`src/rtl/jtbubl_rom_slot.sv`:
```
// One-entry ROM cache slot: serves 32-bit words to a client and refills
// from SDRAM as two 16-bit beats on a miss.
module jtbubl_rom_slot #(
  parameter int unsigned AW     = 18,
  parameter logic [21:0] OFFSET = 22'h0
) (
  input  logic          rst,
  input  logic          clk,
  input  logic          downloading,
  input  logic          rom_cs,
  input  logic [AW-1:0] rom_addr,
  output logic [31:0]   rom_data,
  output logic          rom_ok,
  output logic          sdram_req,
  output logic [21:0]   sdram_addr,
  input  logic          sdram_gnt,
  input  logic          sdram_dst,
  input  logic [15:0]   sdram_data
);

  localparam int unsigned SDW = 22;

  typedef enum logic [1:0] {IDLE, REQ, BEAT0, BEAT1} state_t;

  state_t          state, state_nxt;
  logic [AW-1:0]   tag, tag_nxt;
  logic [AW-1:0]   fetch_addr, fetch_addr_nxt;
  logic            valid, valid_nxt;
  logic [31:0]     data, data_nxt;
  logic            req_nxt;
  logic [SDW-1:0]  saddr_nxt;
  logic            hit;

  // Cache lookup; rom_ok is deliberately combinational so hits cost no cycle
  assign hit      = valid && (rom_addr == tag);
  assign rom_ok   = rom_cs & hit & ~downloading;
  assign rom_data = data;

  // Next-state and next-register values
  always_comb begin
    state_nxt      = state;
    tag_nxt        = tag;
    fetch_addr_nxt = fetch_addr;
    valid_nxt      = valid;
    data_nxt       = data;
    req_nxt        = sdram_req;
    saddr_nxt      = sdram_addr;
    case (state)
      IDLE: begin
        if (rom_cs && !downloading && !hit) begin
          fetch_addr_nxt = rom_addr;
          saddr_nxt      = OFFSET + SDW'(rom_addr);
          valid_nxt      = 1'b0;
          req_nxt        = 1'b1;
          state_nxt      = REQ;
        end
      end
      REQ: begin
        if (sdram_gnt) begin
          req_nxt = 1'b0;
          if (sdram_dst) begin
            // First beat may arrive together with the grant
            data_nxt[15:0] = sdram_data;
            state_nxt      = BEAT1;
          end else begin
            state_nxt = BEAT0;
          end
        end
      end
      BEAT0: begin
        if (sdram_dst) begin
          data_nxt[15:0] = sdram_data;
          state_nxt      = BEAT1;
        end
      end
      BEAT1: begin
        if (sdram_dst) begin
          data_nxt[31:16] = sdram_data;
          tag_nxt         = fetch_addr;
          valid_nxt       = 1'b1;
          state_nxt       = IDLE;
        end
      end
      default: state_nxt = IDLE;
    endcase
    // A ROM download invalidates the slot and abandons any fetch in flight
    if (downloading) begin
      state_nxt = IDLE;
      valid_nxt = 1'b0;
      req_nxt   = 1'b0;
      data_nxt  = data;
      tag_nxt   = tag;
    end
  end

  // State and datapath registers
  always_ff @(posedge clk or posedge rst) begin
    if (rst) begin
      state      <= IDLE;
      tag        <= '0;
      fetch_addr <= '0;
      valid      <= 1'b0;
      data       <= '0;
      sdram_req  <= 1'b0;
      sdram_addr <= OFFSET;
    end else begin
      state      <= state_nxt;
      tag        <= tag_nxt;
      fetch_addr <= fetch_addr_nxt;
      valid      <= valid_nxt;
      data       <= data_nxt;
      sdram_req  <= req_nxt;
      sdram_addr <= saddr_nxt;
    end
  end

endmodule

```
`config.mk`:
```
export PLATFORM = sky130hd
export DESIGN_NAME = jtbubl_rom_slot
export DESIGN_NICKNAME = d
export VERILOG_FILES = /design/src/rtl/jtbubl_rom_slot.sv
export SDC_FILE = /design/constraint.sdc
export NUM_CORES = 1
export LEC_CHECK = 0
export ABC_AREA = 1
export CAP_MARGIN = 20
export CORE_AREA = 2 2 95 97
export CTS_BUF_LIST = sky130_fd_sc_hd__clkbuf_8
export CTS_CLUSTER_SIZE = 12
export DETAILED_ROUTE_END_ITERATION = 10
export DIE_AREA = 0 0 97 99
export GPL_ROUTABILITY_DRIVEN = 0
export PLACE_DENSITY_LB_ADDON = 0.2
export SLEW_MARGIN = 20
export SYNTH_ARGS = -nofsm -noshare
export SYNTH_HDL_FRONTEND = slang
export SYNTH_SLANG_ARGS = --single-unit
```
`constraint.sdc`:
```
create_clock -name clk -period 4.6 [get_ports clk]
set_input_delay 0.92 -clock clk [delete_from_list [all_inputs] [get_ports clk]]
set_output_delay 0.92 -clock clk [all_outputs]
set_load 0.02 [all_outputs]
```
; Yosys cells after proc, flatten, opt, wreduce, memory -nomap -nowiden
; Index checks and enable logic that the tools add are counted.
[totals]
word_cells = 52
in_bits = 40
ff_bits = 72
out_inout_bits = 56
[op_classes]
reduce_logical = 15
mux = 18
n_bitwise = 3
n_eq_ne = 9
[op_table]
columns = cell, count
row1 = $mux W16, 2
row2 = $pmux W16 S2, 1
row3 = $eq A18 B18 Y1, 1
row4 = $ne A3 B3 Y1 const B, 4
row5 = $reduce_and A3 Y1, 4
row6 = $mux W2, 5
row7 = $pmux W2 S4, 1
row8 = $mux W1, 7
row9 = $reduce_bool A3 Y1, 2
row10 = $eq A2 B2 Y1 const B, 2
row11 = $pmux W1 S2, 2
row12 = $reduce_and A4 Y1, 1
row13 = $logic_and A1 B1 Y1, 3
row14 = $and A1 B1 Y1, 2
row15 = $eq A2 B1 Y1 const B, 1
row16 = $logic_not A1 Y1, 2
row17 = $logic_not A2 Y1, 1
row18 = $ne A2 B2 Y1 const B, 1
row19 = $reduce_and A2 Y1, 1
row20 = $reduce_bool A2 Y1, 1
row21 = $not A1 Y1, 1

; Depth between registers and ports, before layout
[logic_depth]
ltp_word = 7
depth_mapped = 13
depth_no_buf = 13

; Worst setup path after synthesis
; OpenSTA, ideal clock, no wires.
[synth_path]
kind = input port to output port
start = input port rom_addr[16]
end = output port rom_ok
t_arrival_ns = 1.775
n_path_buf = 0
path_slack_ns = 1.905
t_required_ns = 3.680
cell_stages = 7
cell_sequence = inv_1 -> nand2_1 -> nand2_1 -> nand3_1 -> nor4_1 -> nand3_1 -> nor2_1
[synth_between]
elab_chain_cells = 4
[synth_lines]
columns = item, line
row1 = "start, declared", 11  ; input logic [AW-1:0] rom_addr,
row2 = $eq A18 B18 Y1, 35  ; assign hit = valid && (rom_addr == tag);
row3 = $logic_and A1 B1 Y1, 35
row4 = $and A1 B1 Y1 (2 in series), 36  ; assign rom_ok = rom_cs & hit & ~downloading;
row5 = "end, declared", 13  ; output logic rom_ok,
; Every way passes these cells.

; Worst setup path after layout
[layout_path]
start = input port rom_addr[10]
end = output port rom_ok
; The elaborated chain is that of the path after synthesis.

==> metrics.cfg <==
[sta]
setup_viol=0
finalSetupTns_ps=0
finalMaxSlewViolations=0
skew_ps=8.92
worstMarginPinSlew_ps=840
rsz0062_at_grt=no
finalCritPeriodShare=0.839
min_period_ps=3860
hold_violations=0
slew_headroom=0.439
max_freq_mhz=259
timing.hold.ws_ps=488

[cts]
cts_post_setup_buffers_inserted=0
root_buffer=clkbuf_8
cts_tree=done
clockBufferDepth=2
clk_latency_ps=340
htree_levels=3
cts_sinks=72
ctsResizeCount=0
holdBufCountCts=0
path_clk_slew_ps=80
cts_made_buffers=9

[route]
viasPerCell=4.68
route.detailed.drc=0
drt-wirelength-per-cell_um=12.8
drtIter0Drc=137
antenna_left=0
drt_wl_total_um=7750
dr.pass1.iters=6
routed-via-count=2838

[setup_path]
path_cells=clkdlybuf4s50_1, xnor2_1, nand3_1, nor4_1, nand3_1, nor2_1, clkdlybuf4s50_1
critPathMaxStageDelay_ps=620
cp-end-kind=output port
rr_endpoint=rom_data[21]
crit_type=in -> out
crit_end=rom_ok
rrSetupSlack_ps=2680
ff2ff_path_depth=4
crit_fanout=2
r2r-start=state[0]
required_ps=3680
startpoint=rom_addr[10]
critPathArrivalTime_ps=2940
crit_slowest_cell=clkdlybuf4s50_1
startpoint_type=input port

[placed_design]
placed_cell_area_um2=4340
dp_hpwl_um=5570
portBuffers=91

[global_route]
grt_pass1_vias=2801
grt_pass1_wl_um=13000
use_met1=0.221
gr-usage-met2=0.259
met3_usage=0.0603
grt_util_all_layers=0.169
busiest_layer=met2
gr-total-overflow=0
antenna_found_initial=0
grt_start_max_net_pins=50

[cells_and_area]
design_area_um2=4580
n_antenna_cell=0
final_core_util=0.536
fin_nets=539
syn_to_final_growth_pct=35.7
drive_above_1_share=0.0803

[floorplanning]
die_h_um=99
die_w_um=97
io_pins=96
start_util=0.395
core-area_um2=8550
rows=34
dieArea_um2=9600

[logic_synthesis]
post-synth-top-area-cell=dfrtp_1
yosys-top-cells-area=dfrtp_1 53%, nand2_1 12%, inv_1 7.1%, o21ai_0 6.4%, nor2_1 3.6%
synth.cell_area_um2=3380
synthCells=403
syn_area_per_cell_um2=8.39
synth_edf_count=0
synth_common_cells=107 x nand2_1, 72 x dfrtp_1, 64 x inv_1
synthDistinctLibCells=25
ys_seq_elements=72
synthArstFlopShare=1.00
seq_area_frac_synth=0.533
ys_warn_count=0
ys.flop_type=dfrtp_1
yosys.area.top_type_share=0.533
synth_most_common_cell=nand2_1

[power]
ir_drop_uv=305
power_density_nw_per_um2=681
p_leak_nw=2.29

[outcome]
status=complete, no violations

[job]
max_cap_viol_count=0

[min_path]
hold_class=reg -> reg

## metrics by stage
| step | total power, mW | cells | setup slack, ps |
|---|---|---|---|
| after global placement | 2.50 | 591 | 772 |
| final | 3.12 | 606 | 742 |
| after floorplan | 1.92 | 406 | 1860 |
| after detailed placement | 2.53 | 591 | 732 |
| after CTS | 3.15 | 606 | 726 |
| after global routing | 3.35 | 606 | 574 |
## logic make-up after synthesis
logic type	count (synthesis)	share of synthesized area
AOI/OAI and AO/OA	79	0.134
xor gates and xnor gates	1	0.00259
adders and majority gates	5	0.0185
buffers and inverters	81	0.107
DFF	72	0.533
muxes	1	0.00333
other	1	0.00111
and+or+nand+nor	163	0.201
## placed cells by master (no fill, tap or decap)
master	n
ha_1	5
clkinv_2	1
clkinvlp_4	2
nand3_2	2
nor4_1	2
o21ai_0	43
nand2_2	3
clkbuf_8	10
nand2_1	106
dfrtp_1	72
a21oi_1	20
inv_1	63
o211ai_1	3
mux2_2	1
xnor2_1	1
a21oi_2	1
nand4_1	6
nor2_1	32
clkdlybuf4s50_1	91
bufinv_16	3
nor2_2	1
buf_4	3
nand3_1	10
nand3_4	1
o21ai_2	12
conb_1	4
## worst max-delay path: cells and delay by family
family	cells	cell delay, ps
AND/OR/NAND/NOR	4	720
XOR/XNOR	1	240
buffers and inverters	2	1050
## worst min-delay path by stage
| stage | to | cells after the start | start |
|---|---|---|---|
| after floorplan | tag[0] | 2 | tag[0] |
| after global placement | rom_data[8] | 2 | rom_data[8] |
| after detailed placement | rom_data[13] | 2 | rom_data[13] |
| after CTS | rom_data[13] | 2 | rom_data[13] |
| after global routing | rom_data[13] | 2 | rom_data[13] |
| final | rom_data[25] | 2 | rom_data[25] |
## cell type report
cell class,instances,area [um2]
Clock inverter,5,105
Tap cell,108,135
Timing Repair Buffer,94,933
Sequential cell,72,1800
Fill cell,812,3970
Multi-Input combinational cell,253,1230
Clock buffer,10,138
Inverter,64,241
## sequential cells by signal, indices dropped and copies added, names as in the netlist
register    cells
valid           1
state           2
rom_data       32
fetch_addr     18
tag            18
sdram_req       1
## routing by layer
metal	vias up	share of wire
met5	-	0
met4	0	0.019
met3	13	0.070
met2	78	0.44
met1	1317	0.47
li1	1430	-
## power by group
part	internal [mW]	leakage, nW	total, mW	switching (mW)
sequential	0.938	0.875	1.13	0.195
clock	0.372	0.115	0.613	0.241
combinational	0.621	1.30	1.37	0.753
Power figures use the tool's default switching activity.
